File: src/rtl/arb_pkg.sv
// Shared types and helpers for the weighted round-robin arbiter.
package arb_pkg;

    localparam int MAX_REQ  = 32;
    localparam int MAX_ID_W = 5;

    // Arbitration policy selected by the mode input.
    typedef enum logic {
        ARB_RR    = 1'b0,
        ARB_FIXED = 1'b1
    } arb_mode_e;

    // Controller states: waiting for requests, or a grant is being held.
    typedef enum logic {
        IDLE  = 1'b0,
        GRANT = 1'b1
    } arb_state_e;

    // One-hot to index: each index bit is the OR of every one-hot position
    // whose index has that bit set. Zero input yields zero.
    function automatic logic [MAX_ID_W-1:0] onehot2id(input logic [MAX_REQ-1:0] oh);
        logic [MAX_ID_W-1:0] id;
        logic [31:0]         pos;
        id = '0;
        for (int b = 0; b < MAX_ID_W; b++) begin
            for (int i = 0; i < MAX_REQ; i++) begin
                pos   = i;
                id[b] = id[b] | (oh[i] & pos[b]);
            end
        end
        return id;
    endfunction

endpackage

File: src/rtl/arb_rr_pick.sv
// Combinational circular priority picker. Under round-robin the search
// starts just above last_id and wraps; under fixed priority bit 0 wins.
// The request vector is doubled so the wrap-around falls out of a single
// lowest-set-bit search over the masked double-width vector.
module arb_rr_pick
    import arb_pkg::*;
#(
    parameter int N_REQ = 4,
    parameter int ID_W  = 2
) (
    input  logic [N_REQ-1:0] req,
    input  logic [ID_W-1:0]  last_id,
    input  logic             mode,
    output logic [N_REQ-1:0] winner
);

    logic [2*N_REQ-1:0] dbl_req_s;
    logic [2*N_REQ-1:0] mask_s;
    logic [2*N_REQ-1:0] masked_s;
    logic [2*N_REQ-1:0] lowest_s;

    // Mask the doubled request vector, isolate its lowest set bit and fold both halves.
    always_comb begin
        dbl_req_s = {req, req};
        if (arb_mode_e'(mode) == ARB_FIXED) begin
            mask_s = {(2*N_REQ){1'b1}};
        end else begin
            // Keep only positions strictly above last_id; the upper copy
            // supplies the wrapped (unmasked) fallback.
            mask_s = {(2*N_REQ){1'b1}} << (int'(last_id) + 32'sd1);
        end
        masked_s = dbl_req_s & mask_s;
        lowest_s = masked_s & (~masked_s + {{(2*N_REQ-1){1'b0}}, 1'b1});
        winner   = lowest_s[N_REQ-1:0] | lowest_s[2*N_REQ-1:N_REQ];
    end

endmodule

File: src/rtl/wrr_arbiter.sv
// Weighted round-robin arbiter: two-state controller, per-grant hold budget,
// round-robin pointer and fully registered grant outputs.
module wrr_arbiter
    import arb_pkg::*;
#(
    parameter  int N_REQ    = 4,
    parameter  int WEIGHT_W = 4,
    localparam int ID_W     = (N_REQ > 1) ? $clog2(N_REQ) : 1
) (
    input  logic                      clk,
    input  logic                      rstn,
    input  logic [N_REQ-1:0]          req,
    input  logic                      lock,
    input  logic                      mode,
    input  logic [N_REQ*WEIGHT_W-1:0] weights,
    output logic                      gnt,
    output logic [N_REQ-1:0]          gnt_vec,
    output logic [ID_W-1:0]           gnt_id,
    output logic                      preempt
);

    // Requester 0 wins the first round-robin pick after reset.
    localparam logic [ID_W-1:0]     LAST_RST = ID_W'(N_REQ - 1);
    localparam logic [WEIGHT_W-1:0] HOLD_ONE = WEIGHT_W'(32'd1);

    arb_state_e          state_r;
    arb_state_e          state_s;
    logic [WEIGHT_W-1:0] hold_cnt_r;
    logic [WEIGHT_W-1:0] hold_cnt_s;
    logic [ID_W-1:0]     last_id_r;
    logic [ID_W-1:0]     last_id_s;

    logic                gnt_s;
    logic [N_REQ-1:0]    gnt_vec_s;
    logic [ID_W-1:0]     gnt_id_s;
    logic                preempt_s;

    logic [N_REQ-1:0]    pick_vec_s;
    logic [MAX_REQ-1:0]  pick_oh_s;
    logic [ID_W-1:0]     pick_id_s;
    logic [WEIGHT_W-1:0] pick_weight_s;
    logic                owner_req_s;
    logic                others_req_s;
    logic                expire_s;

    arb_rr_pick #(
        .N_REQ   (N_REQ),
        .ID_W    (ID_W)
    ) u_pick (
        .req     (req),
        .last_id (last_id_r),
        .mode    (mode),
        .winner  (pick_vec_s)
    );

    // Decode the picker result into an index and fetch that requester's budget.
    always_comb begin
        pick_oh_s                = '0;
        pick_oh_s[N_REQ-1:0]     = pick_vec_s;
        pick_id_s                = ID_W'(onehot2id(pick_oh_s));
        pick_weight_s            = weights[int'(pick_id_s)*WEIGHT_W +: WEIGHT_W];
    end

    // Owner/competitor status; a budget of zero never reaches one, so it never expires.
    always_comb begin
        owner_req_s  = |(req & gnt_vec);
        others_req_s = |(req & ~gnt_vec);
        expire_s     = (hold_cnt_r == HOLD_ONE) && !lock && others_req_s;
    end

    // Next-state and next-output logic for the grant controller.
    always_comb begin
        state_s    = state_r;
        hold_cnt_s = hold_cnt_r;
        last_id_s  = last_id_r;
        gnt_s      = gnt;
        gnt_vec_s  = gnt_vec;
        gnt_id_s   = gnt_id;
        preempt_s  = 1'b0;
        case (state_r)
            IDLE: begin
                if (|req) begin
                    state_s    = GRANT;
                    gnt_s      = 1'b1;
                    gnt_vec_s  = pick_vec_s;
                    gnt_id_s   = pick_id_s;
                    last_id_s  = pick_id_s;
                    hold_cnt_s = pick_weight_s;
                end else begin
                    gnt_s      = 1'b0;
                    gnt_vec_s  = '0;
                end
            end
            GRANT: begin
                if (!owner_req_s) begin
                    // Owner finished: release without a preemption pulse.
                    state_s    = IDLE;
                    gnt_s      = 1'b0;
                    gnt_vec_s  = '0;
                end else if (expire_s) begin
                    state_s    = IDLE;
                    gnt_s      = 1'b0;
                    gnt_vec_s  = '0;
                    preempt_s  = 1'b1;
                end else if (hold_cnt_r > HOLD_ONE) begin
                    hold_cnt_s = hold_cnt_r - HOLD_ONE;
                end else begin
                    // Saturate at one (or stay at zero for unlimited hold).
                    hold_cnt_s = hold_cnt_r;
                end
            end
            default: begin
                state_s    = IDLE;
                gnt_s      = 1'b0;
                gnt_vec_s  = '0;
            end
        endcase
    end

    // State, budget, pointer and output registers.
    always_ff @(posedge clk or negedge rstn) begin
        if (!rstn) begin
            state_r    <= IDLE;
            hold_cnt_r <= '0;
            last_id_r  <= LAST_RST;
            gnt        <= 1'b0;
            gnt_vec    <= '0;
            gnt_id     <= '0;
            preempt    <= 1'b0;
        end else begin
            state_r    <= state_s;
            hold_cnt_r <= hold_cnt_s;
            last_id_r  <= last_id_s;
            gnt        <= gnt_s;
            gnt_vec    <= gnt_vec_s;
            gnt_id     <= gnt_id_s;
            preempt    <= preempt_s;
        end
    end

endmodule

File: config.mk
export PLATFORM = sky130hd
export DESIGN_NAME = wrr_arbiter
export DESIGN_NICKNAME = d
export VERILOG_FILES = /design/src/rtl/arb_pkg.sv /design/src/rtl/arb_rr_pick.sv /design/src/rtl/wrr_arbiter.sv
export SDC_FILE = /design/constraint.sdc
export NUM_CORES = 1
export LEC_CHECK = 0
export CAP_MARGIN = 20
export CORE_MARGIN = 5
export CORE_UTILIZATION = 49
export DETAILED_ROUTE_END_ITERATION = 10
export GPL_TIMING_DRIVEN = 1
export PLACE_DENSITY = 0.84
export SYNTH_ARGS = -nofsm -noshare
export SYNTH_HDL_FRONTEND = slang
export SYNTH_SLANG_ARGS = --single-unit
export TNS_END_PERCENT = 20
File: constraint.sdc
create_clock -name clk -period 4.4 [get_ports clk]
set_input_delay 0.88 -clock clk [delete_from_list [all_inputs] [get_ports clk]]
set_output_delay 0.88 -clock clk [all_outputs]
set_load 0.1 [all_outputs]
==> flow_metrics.env, run 1 <==
export IMPL_run_status="completed"
export IMPL_worst_ep_required_time_ns=4.58
export IMPL_final_period_utilization_pct=63.3
export IMPL_core_area_sq_mm=0.00198
export IMPL_timing_fmax_ghz=0.359
export IMPL_gpl_final_weighted_congestion=0.868
export IMPL_yosys_area_top_type_share_pct=31.8
export IMPL_cts_buffers=3
export IMPL_ant_nets=0
export IMPL_worstMarginPinSlew_ns=0.973
export IMPL_worstSetupPathType="primary input to register"
export IMPL_track_usage_pct=17.8
export IMPL_maxSlewViolCount=0
export IMPL_design_die_area_sq_mm=0.00310
export IMPL_setup_skew_after_layout_ns=0.00216
export IMPL_global_route_wire_length_before_repair_mm=4.41
export IMPL_drt_iter0_markers=33
export IMPL_hold_depth=1
export IMPL_initial_antenna_violation_count=0
export IMPL_post_synth_top_area_cell="sky130_fd_sc_hd__dfrtp_1"
export IMPL_synth_cell_types=42
export IMPL_initial_core_util_pct=51.6
export IMPL_num_rows=16
export IMPL_cts_buffer_depth=2
export IMPL_cts_resized_gates=0
export IMPL_max_cap_viol_count=0
export IMPL_cts_num_sinks=15
export IMPL_syn_inst=107
export IMPL_clk_latency_ns=0.29
export IMPL_met2_routing_resource_usage_after_global_routing_pct=30.1
export IMPL_reg_clk_slew_reported_paths_ns=0.09
export IMPL_fin_crit_ns=2.79
export IMPL_data_arrival_time_at_the_worst_slack_endpoint_ns=2.97
export IMPL_netlist_top_cells_area="sky130_fd_sc_hd__dfrtp_1 32%, sky130_fd_sc_hd__dfstp_2 5.1%, sky130_fd_sc_hd__mux2i_1 4.9%"
export IMPL_fin_cells=167
export IMPL_design_final_nets=167
export IMPL_hold_start="gnt"
export IMPL_routed_wl_mm=2.63
export IMPL_h_tree_depth=1
export IMPL_top_usage_layer="met2"
export IMPL_dieHeight_microns=55.7
export IMPL_global_route_usage_met3_pct=5.10
export IMPL_first_global_vias=939
export IMPL_timing_critical_path_cells="clkdlybuf4s50_1 -> nand3b_4 -> o211a_4 -> a211oi_4 -> mux2i_1 -> mux2i_1 -> a221o_1"
export IMPL_syn_nets=133
export IMPL_maximum_number_of_pins_on_one_net_before_global_route_repair=17
export IMPL_total_leakage_power_uw=0.000597
export IMPL_rsz0062_at_grt="no"
export IMPL_crit_buf_inv=1
export IMPL_crit_top_cell="sky130_fd_sc_hd__mux2i_1"
export IMPL_cp_slowest_stage_delay_ns=0.53
export IMPL_crit_path_end_kind="register"
export IMPL_drt_pass1_iter_count=4
export IMPL_worst_r2r_startpoint="last_id_r[0]"
export IMPL_yosysWarningCount=0
export IMPL_crit_family="compound AO/OA/AOI/OAI gates"
export IMPL_grt_met1_usage_pct=21.5
export IMPL_worst_ir_drop_vdd_v=0.000582
export IMPL_hpwlAfterDp_mm=2.08
export IMPL_worst_setup_path_startpoint="mode"
export IMPL_fin_setup_tns_ns=0
export IMPL_port_buffers=31
export IMPL_wire_per_inst_microns=15.8
export IMPL_remaining_drc_errors=0
export IMPL_clock_tree_root_cell="sky130_fd_sc_hd__clkbuf_4"
export IMPL_worstRegToRegCells=6
export IMPL_fp_dieW_microns=55.7
export IMPL_io_count=32
export IMPL_postCtsSetupBuffers=0
export IMPL_cts_tree="yes"
export IMPL_ctsHoldBuffers=0
export IMPL_critical_path_startpoint_type="primary input"
export IMPL_timing_final_hold_violations=0
export IMPL_route_vias_total=959
export IMPL_worst_path_max_fanout=8
export IMPL_slew_limit_headroom_pct=34.9
export IMPL_viasPerCell=5.74
export IMPL_grt_overflow_total=0
export IMPL_synth_ff_latch_count=15
export IMPL_timing_final_setup_violations=0
export IMPL_area_delta_synth_final_pct=35.7
export IMPL_crit_path_top_delay_cell="sky130_fd_sc_hd__clkdlybuf4s50_1"
export IMPL_power_per_cell_area_mw_per_mm2=657
export IMPL_avgSynthCellArea_sq_um=9.57
export IMPL_place_detailed_instances=163
export IMPL_min_delay_path_class="register to register"
export IMPL_proportion_of_layout_cells_with_a_drive_suffix_above_1_pct=12.1
export IMPL_syn_cell_area_sq_mm=0.00102
export IMPL_num_antenna_cells=0
export IMPL_seq_area_frac_synth_pct=36.9
export IMPL_cp_depth=7
## sequential cells by signal, summed over array words and instances (netlist names)
name        flops
gnt_vec         4
preempt         1
state_r         1
hold_cnt_r      4
gnt             1
last_id_r       2
gnt_id          2
## per-layer routing
metal  share of wire, %  vias up  routed length (microns)
li1                   -      467                        -
met1                 42      452                     1110
met2                 51       35                     1340
met3                5.9        5                      155
met4                1.3        0                       34
met5                  0        -                        0
## kinds of logic after synthesis
family,Yosys count,synth area share (%)
multiplexers,8,8.56
buffers and inverters,12,4.52
flip-flops,15,36.9
AND/OR/NAND/NOR,32,17.1
AO/OA/AOI/OAI,38,30.4
adder cells (fa/ha/maj),2,2.44
## layout make-up
type / count / area, sq um
multi-input cells: 80 / 599
fillers: 158 / 593
repair buffers: 32 / 318
inverters: 9 / 33.8
well taps: 27 / 33.8
clock buffers: 4 / 26.3
flip-flops and latches: 15 / 378
## through the flow
step / worst slack, ns / total power, uW / util, % / hold WS, ns / area, sq um
after global routing: 1.50 / 971 / 70.1 / 0.543 / 1390
after CTS: 1.62 / 916 / 70.1 / 0.503 / 1390
final: 1.61 / 913 / 70.1 / 0.496 / 1390
after global placement: 1.42 / 813 / 68.8 / 0.466 / 1360
after detailed placement: 1.30 / 830 / 68.8 / 0.475 / 1360
after floorplan: 2.05 / 682 / - / 0.521 / 1020
## final timing paths
path,slack [ns],to
setup / recovery,1.61,hold_cnt_r[0]
hold / removal,0.50,gnt
setup reg to reg,2.26,hold_cnt_r[0]
hold reg to reg,0.50,gnt
max in group asynchronous,2.98,gnt_vec[2]
min in group asynchronous,1.00,preempt
## cell usage after synthesis
cell type and count:
sky130_fd_sc_hd__dfrtp_1 13, sky130_fd_sc_hd__nand2_1 10, sky130_fd_sc_hd__inv_1 9, sky130_fd_sc_hd__nand2b_1 6, sky130_fd_sc_hd__mux2i_1 5, sky130_fd_sc_hd__nor2_1 5, sky130_fd_sc_hd__o21a_1 4, sky130_fd_sc_hd__o21ai_0 4
sky130_fd_sc_hd__a21oi_1 3, sky130_fd_sc_hd__a22o_1 3, sky130_fd_sc_hd__a22oi_1 3, sky130_fd_sc_hd__a31oi_1 3, sky130_fd_sc_hd__o22ai_1 3, sky130_fd_sc_hd__clkbuf_1 2, sky130_fd_sc_hd__dfstp_2 2, sky130_fd_sc_hd__ha_1 2
sky130_fd_sc_hd__mux2_2 2, sky130_fd_sc_hd__o221ai_1 2, sky130_fd_sc_hd__o31ai_1 2, sky130_fd_sc_hd__or2_2 2, sky130_fd_sc_hd__a211oi_4 1, sky130_fd_sc_hd__a21boi_0 1, sky130_fd_sc_hd__a21o_1 1, sky130_fd_sc_hd__a21oi_2 1
sky130_fd_sc_hd__a221o_1 1, sky130_fd_sc_hd__a221oi_2 1, sky130_fd_sc_hd__and2_1 1, sky130_fd_sc_hd__and3_1 1, sky130_fd_sc_hd__buf_2 1, sky130_fd_sc_hd__mux2_4 1, sky130_fd_sc_hd__nand3_1 1, sky130_fd_sc_hd__nand3b_4 1
sky130_fd_sc_hd__nor2b_1 1, sky130_fd_sc_hd__nor3_1 1, sky130_fd_sc_hd__o2111ai_1 1, sky130_fd_sc_hd__o211a_4 1, sky130_fd_sc_hd__o221ai_2 1, sky130_fd_sc_hd__o22a_1 1, sky130_fd_sc_hd__o311ai_0 1, sky130_fd_sc_hd__or2_1 1
sky130_fd_sc_hd__or3_1 1, sky130_fd_sc_hd__or4_1 1
## placed cells by master, fill, tap and decap left out, types with 2 or more instances in the layout
cell type / n
sky130_fd_sc_hd__nand2b_1: 6
sky130_fd_sc_hd__nand2_1: 10
sky130_fd_sc_hd__o221ai_1: 2
sky130_fd_sc_hd__ha_1: 2
sky130_fd_sc_hd__clkbuf_4: 3
sky130_fd_sc_hd__inv_1: 9
sky130_fd_sc_hd__dfrtp_1: 13
sky130_fd_sc_hd__o21ai_0: 4
sky130_fd_sc_hd__a22oi_1: 3
sky130_fd_sc_hd__a21oi_1: 3
sky130_fd_sc_hd__clkdlybuf4s50_1: 31
sky130_fd_sc_hd__o21a_1: 4
sky130_fd_sc_hd__o22ai_1: 3
sky130_fd_sc_hd__mux2_2: 2
sky130_fd_sc_hd__nor2_1: 5
sky130_fd_sc_hd__o31ai_1: 2
sky130_fd_sc_hd__mux2i_1: 5
sky130_fd_sc_hd__a31oi_1: 3
sky130_fd_sc_hd__dfstp_2: 2
sky130_fd_sc_hd__a22o_1: 3
sky130_fd_sc_hd__or2_2: 2
## power by group
group | total [uW] | switching, uW | leakage [uW] | internal (uW)
logic | 554 | 353 | 0.000400 | 201
registers | 277 | 73.0 | 0.000182 | 204
clock network | 81.8 | 46.5 | 0.0000150 | 35.2
total | 913 | 472 | 0.000597 | 441
## worst reg2reg max path: stages, from the launching register on
cell and delay, ns:
sky130_fd_sc_hd__dfstp_2 0.61, sky130_fd_sc_hd__nand3b_4 0.11, sky130_fd_sc_hd__o211a_4 0.27, sky130_fd_sc_hd__a211oi_4 0.40
sky130_fd_sc_hd__mux2i_1 0.25, sky130_fd_sc_hd__mux2i_1 0.10, sky130_fd_sc_hd__a221o_1 0.30
(Power assumes the default switching activity.)
==> run 2: changes to the inputs <==
--- a/config.mk
+++ b/config.mk
@@ -7,10 +7,10 @@
 export LEC_CHECK = 0
 export CAP_MARGIN = 20
 export CORE_MARGIN = 5
-export CORE_UTILIZATION = 49
+export CORE_UTILIZATION = 41
 export DETAILED_ROUTE_END_ITERATION = 10
 export GPL_TIMING_DRIVEN = 1
-export PLACE_DENSITY = 0.84
+export PLACE_DENSITY = 0.75
 export SYNTH_ARGS = -nofsm -noshare
 export SYNTH_HDL_FRONTEND = slang
 export SYNTH_SLANG_ARGS = --single-unit
==> constraint.sdc (replaced) <==
create_clock -name clk -period 2.55 [get_ports clk]
set_input_delay 0.51 -clock clk [delete_from_list [all_inputs] [get_ports clk]]
set_output_delay 0.51 -clock clk [all_outputs]
set_load 0.1 [all_outputs]
==> run 2 against run 1 <==
  * Clock skew rose by 0.0073 ns
  * Combinational power rose by 78%
  * First-iteration DRC count fell by 9.1%
  * Sequential power rose by 72%
  * Register-to-register slack got worse by 1.8 ns
  * Clock-buffer cell count did not move
  * Cell count rose by 8.4%
==> flow_metrics.env, run 2 (synthesis gave the netlist of run 1 again) <==
export IMPL_final_core_util_pct=59.8
export IMPL_worstMarginPinSlew_ns=0.684
export IMPL_crit_path_end_kind="register"
export IMPL_total_leakage_power_uw=0.000662
export IMPL_setup_skew_after_layout_ns=0.00943
export IMPL_clk_latency_ns=0.28
export IMPL_cts_num_sinks=15
export IMPL_combined_area_of_the_multi_input_logic_cells_sq_um=599
export IMPL_timing_fmax_ghz=0.429
export IMPL_initial_core_util_pct=42.1
export IMPL_place_detailed_instances=177
export IMPL_clock_tree_root_cell="sky130_fd_sc_hd__clkbuf_4"
export IMPL_rsz0062_at_grt="no"
export IMPL_crit_family="compound AO/OA/AOI/OAI gates"
export IMPL_initial_antenna_violation_count=0
export IMPL_maximum_number_of_pins_on_one_net_before_global_route_repair=16
export IMPL_final_cell_mix="23 x sky130_fd_sc_hd__clkdlybuf4s50_1, 20 x sky130_fd_sc_hd__buf_4, 13 x sky130_fd_sc_hd__dfrtp_1, 10 x sky130_fd_sc_hd__nand2_1, 9 x sky130_fd_sc_hd__inv_1"
export IMPL_slew_limit_headroom_pct=54.3
export IMPL_worst_path_max_fanout=6
export IMPL_design_die_area_sq_mm=0.00360
export IMPL_worst_case_hold_slack_ns=0.509
export IMPL_drt_iter0_markers=30
export IMPL_wire_per_inst_microns=15.2
export IMPL_max_cap_viol_count=0
export IMPL_worst_ir_drop_vdd_v=0.00108
export IMPL_reg_clk_slew_reported_paths_ns=0.10
export IMPL_cts_buffer_depth=2
export IMPL_crit_top_cell="sky130_fd_sc_hd__mux2i_1"
export IMPL_reg_largest_list="gnt_vec x4, hold_cnt_r x4"
export IMPL_finish_instance_area_sq_mm=0.00146
export IMPL_maxSlewViolCount=0
export IMPL_drt_pass1_iter_count=4
export IMPL_fin_crit_ns=2.33
export IMPL_cp_slowest_stage_delay_ns=0.49
export IMPL_min_delay_path_class="register to register"
export IMPL_run_status="completed"
export IMPL_port_buffers=31
export IMPL_ant_nets=0
export IMPL_route_vias_total=1013
export IMPL_data_arrival_time_at_the_worst_slack_endpoint_ns=2.49
export IMPL_final_period_utilization_pct=91.5
export IMPL_fillers=235
export IMPL_h_tree_depth=1
export IMPL_final_seq_area_sq_um=378
export IMPL_critical_path_startpoint_type="primary input"
export IMPL_cts_buffers=3
export IMPL_timing_final_setup_violations=0
export IMPL_core_area_sq_mm=0.00243
export IMPL_track_usage_pct=16.7
export IMPL_design_final_nets=178
export IMPL_timing_critical_path_cells="clkdlybuf4s50_1 -> nand2b_1 -> a221oi_2 -> or2_1 -> mux2i_1 -> mux2i_1 -> a221o_1"
export IMPL_gpl_final_weighted_congestion=0.968
export IMPL_grt_overflow_total=0
export IMPL_worst_ep_required_time_ns=2.71
export IMPL_io_count=32
export IMPL_post_place_ws_ns=-0.0612
export IMPL_worstSetupPathType="primary input to register"
export IMPL_postCtsSetupBuffers=0
export IMPL_num_antenna_cells=0
export IMPL_fp_dieW_microns=60.0
export IMPL_timing_final_ws_setup_ns=0.217
export IMPL_ctsHoldBuffers=0
export IMPL_num_rows=18
export IMPL_proportion_of_layout_cells_with_a_drive_suffix_above_1_pct=23.8
export IMPL_cts_tree="yes"
export IMPL_crit_path_top_delay_cell="sky130_fd_sc_hd__clkdlybuf4s50_1"
export IMPL_dpl_cell_area_sq_mm=0.00143
export IMPL_cts_resized_gates=0
export IMPL_power_per_cell_area_mw_per_mm2=1100
export IMPL_dieHeight_microns=60.0
export IMPL_global_route_wire_length_before_repair_mm=4.55
export IMPL_viasPerCell=5.60
export IMPL_area_delta_synth_final_pct=42.2
export IMPL_timing_final_hold_violations=0
export IMPL_routed_wl_mm=2.75
export IMPL_fin_cells=181
export IMPL_crit_buf_inv=1
export IMPL_remaining_drc_errors=0
export IMPL_final_common_cell="sky130_fd_sc_hd__clkdlybuf4s50_1"
export IMPL_first_global_vias=1023
export IMPL_hpwlAfterDp_mm=2.28
run 2: cell types whose count changed in the layout (fill, tap and decap cells not counted), sizes merged:
cell | previous run | this run
buf | 1 | 20
clkdlybuf4s50 | 31 | 23
run 2: through the flow:
step	total power, uW	setup TNS (ns)
after CTS	1610	0
after global placement	1440	0
after floorplan	1180	0
after detailed placement	1470	-0.100
after global routing	1710	0
final	1600	0
run 2: metal layers:
metal | global-route usage [%] | share of wire, % | vias to the layer above | wire length, microns
met4 | 3.80 | 0.51 | 0 | 14
met2 | 30.1 | 51 | 28 | 1400
li1 | - | - | 491 | -
met3 | 3.24 | 4.7 | 2 | 128
met1 | 20.1 | 44 | 492 | 1200
met5 | 0 | 0 | - | 0
run 2: cell type report:
type / count / share of cell area [%]
Inverter: 9 / 2.32
Tap cell: 30 / 2.58
Multi-Input combinational cell: 80 / 41.2
Timing Repair Buffer: 43 / 26.1
Sequential cell: 15 / 26.0
Clock buffer: 4 / 1.81
run 2: final timing paths:
check | depth (start not counted) | slack (ns) | endpoint | startpoint
setup / recovery | 7 | 0.22 | hold_cnt_r[0] | mode
min in group asynchronous | 1 | 0.63 | gnt_vec[0] | rstn
setup reg to reg | 6 | 0.44 | hold_cnt_r[0] | last_id_r[1]
hold / removal | 1 | 0.51 | gnt | gnt
max in group asynchronous | 1 | 1.47 | gnt_vec[1] | rstn
hold reg to reg | 1 | 0.51 | gnt | gnt
run 2: report_power, final:
part	switching [uW]	internal [uW]
sequential	124	352
clock	75.8	60.6
combinational	616	371
==> run 3: changes to the inputs <==
--- a/config.mk
+++ b/config.mk
@@ -7,10 +7,10 @@
 export LEC_CHECK = 0
 export CAP_MARGIN = 20
 export CORE_MARGIN = 5
-export CORE_UTILIZATION = 41
+export CORE_UTILIZATION = 49
 export DETAILED_ROUTE_END_ITERATION = 10
 export GPL_TIMING_DRIVEN = 1
-export PLACE_DENSITY = 0.75
+export PLACE_DENSITY = 0.84
 export SYNTH_ARGS = -nofsm -noshare
 export SYNTH_HDL_FRONTEND = slang
 export SYNTH_SLANG_ARGS = --single-unit
==> constraint.sdc (replaced) <==
create_clock -name clk -period 2.8 [get_ports clk]
set_input_delay 0.56 -clock clk [delete_from_list [all_inputs] [get_ports clk]]
set_output_delay 0.56 -clock clk [all_outputs]
set_load 0.1 [all_outputs]
==> run 3 against run 2 <==
  * Worst setup slack improved by 0.10 ns
  * Routed wire length fell by 0.66%
  * Core utilization rose by 11 points
  * Total power fell by 9.4%
  * Die area fell by 14%
  * Design area fell by 3.8%
  * Clock-buffer cell count fell by 1
  * Clock power barely moved
  * Critical path depth did not move
  * Critical path type unchanged
  * Largest power group unchanged
==> flow_metrics.env, run 3 (synthesis gave the netlist of run 1 again) <==
export IMPL_final_common_cell="sky130_fd_sc_hd__clkdlybuf4s50_1"
export IMPL_remaining_drc_errors=0
export IMPL_reg_largest_list="gnt_vec x4, hold_cnt_r x4"
export IMPL_cts_resized_gates=0
export IMPL_track_usage_pct=17.9
export IMPL_fillers=142
export IMPL_final_period_utilization_pct=88.5
export IMPL_hpwlAfterDp_mm=2.17
export IMPL_initial_core_util_pct=51.6
export IMPL_viasPerCell=5.87
export IMPL_global_route_usage_met3_pct=4.64
export IMPL_total_leakage_power_uw=0.000631
export IMPL_power_per_cell_area_mw_per_mm2=1040
export IMPL_setup_skew_after_layout_ns=0.00155
export IMPL_ctsHoldBuffers=0
export IMPL_ant_nets=0
export IMPL_postCtsSetupBuffers=0
export IMPL_worst_case_hold_slack_ns=0.501
export IMPL_timing_final_hold_violations=0
export IMPL_worst_path_max_fanout=8
export IMPL_slew_limit_headroom_pct=53.1
export IMPL_post_place_ws_ns=0.0299
export IMPL_drt_iter0_markers=43
export IMPL_clk_latency_ns=0.29
export IMPL_io_count=32
export IMPL_critical_path_startpoint_type="primary input"
export IMPL_top_usage_layer="met2"
export IMPL_first_global_vias=1027
export IMPL_fp_dieW_microns=55.7
export IMPL_drt_pass1_iter_count=4
export IMPL_hold_depth=1
export IMPL_timing_final_ws_setup_ns=0.321
export IMPL_timing_critical_path_cells="clkdlybuf4s50_1 -> nand3b_4 -> o211a_4 -> a211oi_4 -> mux2i_1 -> mux2i_1 -> a221o_1"
export IMPL_design_final_nets=171
export IMPL_fin_setup_tns_ns=0
export IMPL_clkPwrFrac_pct=9.3
export IMPL_swShare_pct=51.9
export IMPL_core_area_sq_mm=0.00198
export IMPL_cts_buffer_depth=2
export IMPL_max_cap_viol_count=0
export IMPL_crit_family="compound AO/OA/AOI/OAI gates"
export IMPL_routed_wl_mm=2.73
export IMPL_initial_antenna_violation_count=0
export IMPL_met2_routing_resource_usage_after_global_routing_pct=32.1
export IMPL_timing_final_setup_violations=0
export IMPL_power_share_combinational_pct=60.9
export IMPL_area_delta_synth_final_pct=36.8
export IMPL_hold_end="gnt"
export IMPL_route_vias_total=1004
export IMPL_grt_met1_usage_pct=21.0
export IMPL_num_antenna_cells=0
export IMPL_design_die_area_sq_mm=0.00310
export IMPL_h_tree_depth=1
export IMPL_power_sequential_fraction_pct=29.7
export IMPL_global_route_wire_length_before_repair_mm=4.55
export IMPL_port_buffers=31
export IMPL_worst_ir_drop_vdd_v=0.000745
export IMPL_run_status="completed"
export IMPL_worstReg2RegEnd="hold_cnt_r[0]"
export IMPL_cp_slowest_stage_delay_ns=0.55
export IMPL_proportion_of_layout_cells_with_a_drive_suffix_above_1_pct=20.8
export IMPL_rrSetupSlack_ns=0.66
export IMPL_power_switching_uw=752
export IMPL_dieHeight_microns=55.7
export IMPL_worstSetupPathType="primary input to register"
export IMPL_cts_tree="yes"
export IMPL_hold_start="gnt"
export IMPL_cts_num_sinks=15
export IMPL_grt_overflow_total=0
export IMPL_crit_top_cell="sky130_fd_sc_hd__mux2i_1"
export IMPL_gpl_final_weighted_congestion=0.888
export IMPL_worstRegToRegCells=6
export IMPL_clock_tree_root_cell="sky130_fd_sc_hd__clkbuf_4"
export IMPL_worst_r2r_startpoint="last_id_r[0]"
export IMPL_num_rows=16
export IMPL_min_delay_path_class="register to register"
export IMPL_maximum_number_of_pins_on_one_net_before_global_route_repair=16
export IMPL_timing_fmax_ghz=0.403
export IMPL_cts_buffers=3
export IMPL_wire_per_inst_microns=16.0
export IMPL_maxSlewViolCount=0
export IMPL_reg_clk_slew_reported_paths_ns=0.10
export IMPL_crit_buf_inv=1
export IMPL_worstMarginPinSlew_ns=0.701
export IMPL_crit_path_top_delay_cell="sky130_fd_sc_hd__clkdlybuf4s50_1"
export IMPL_data_arrival_time_at_the_worst_slack_endpoint_ns=2.67
export IMPL_final_cell_mix="23 x sky130_fd_sc_hd__clkdlybuf4s50_1, 13 x sky130_fd_sc_hd__dfrtp_1, 13 x sky130_fd_sc_hd__buf_4, 10 x sky130_fd_sc_hd__nand2_1, 9 x sky130_fd_sc_hd__inv_1"
export IMPL_p_int_uw=697
export IMPL_worst_ep_required_time_ns=2.99
export IMPL_rsz0062_at_grt="no"
export IMPL_crit_path_end_kind="register"
export IMPL_design_power_uw=1450
export IMPL_fin_crit_ns=2.48
==> run 3: cell count changes in the layout (fill, tap and decap cells not counted) <==
cell                       previous run  this run
sky130_fd_sc_hd__buf_4               20        13
sky130_fd_sc_hd__clkbuf_1             1         0
sky130_fd_sc_hd__clkinv_2             0         1
==> run 3: power by group through the flow <==
stage	clock [uW]	combinational (uW)	sequential [uW]
after CTS	136	887	431
final	135	883	431
after detailed placement	0	886	435
after global routing	148	941	449
after floorplan	0	402	670
after global placement	0	864	426
==> run 3: final cells by class <==
cell class	count	area, sq um	share of cell area, %
clock inverters	1	5.00	0.357
multi-input cells	80	599	42.8
well taps	27	33.8	2.41
repair buffers	36	328	23.4
inverters	9	33.8	2.41
flip-flops and latches	15	378	27.0
clock buffers	3	22.5	1.61
==> run 3: through the flow <==
| step | cells | area [sq um] | utilization, % |
|---|---|---|---|
| 2_1_floorplan | 107 | 1020 | - |
| 3_3_place_gp | 167 | 1370 | 69.3 |
| 3_5_place_dp | 167 | 1370 | 69.3 |
| 4_1_cts | 171 | 1400 | 70.6 |
| 5_1_grt | 171 | 1400 | 70.6 |
| 6_report | 171 | 1400 | 70.6 |
==> run 3: how the worst max path moves through the flow <==
stage	slack (ns)	endpoint	depth (start not counted)	from
6_report	0.32	hold_cnt_r[0]	7	mode
3_5_place_dp	0.03	hold_cnt_r[0]	7	mode
4_1_cts	0.35	hold_cnt_r[0]	7	mode
5_1_grt	0.26	hold_cnt_r[0]	7	mode
3_3_place_gp	0.15	hold_cnt_r[0]	7	mode
2_1_floorplan	0.68	hold_cnt_r[2]	6	gnt_vec[2]
==> run 3: per-layer routing <==
layer	vias up	wire (microns)
li1	475	-
met1	476	1120
met2	47	1410
met3	6	172
met4	0	34
met5	-	0
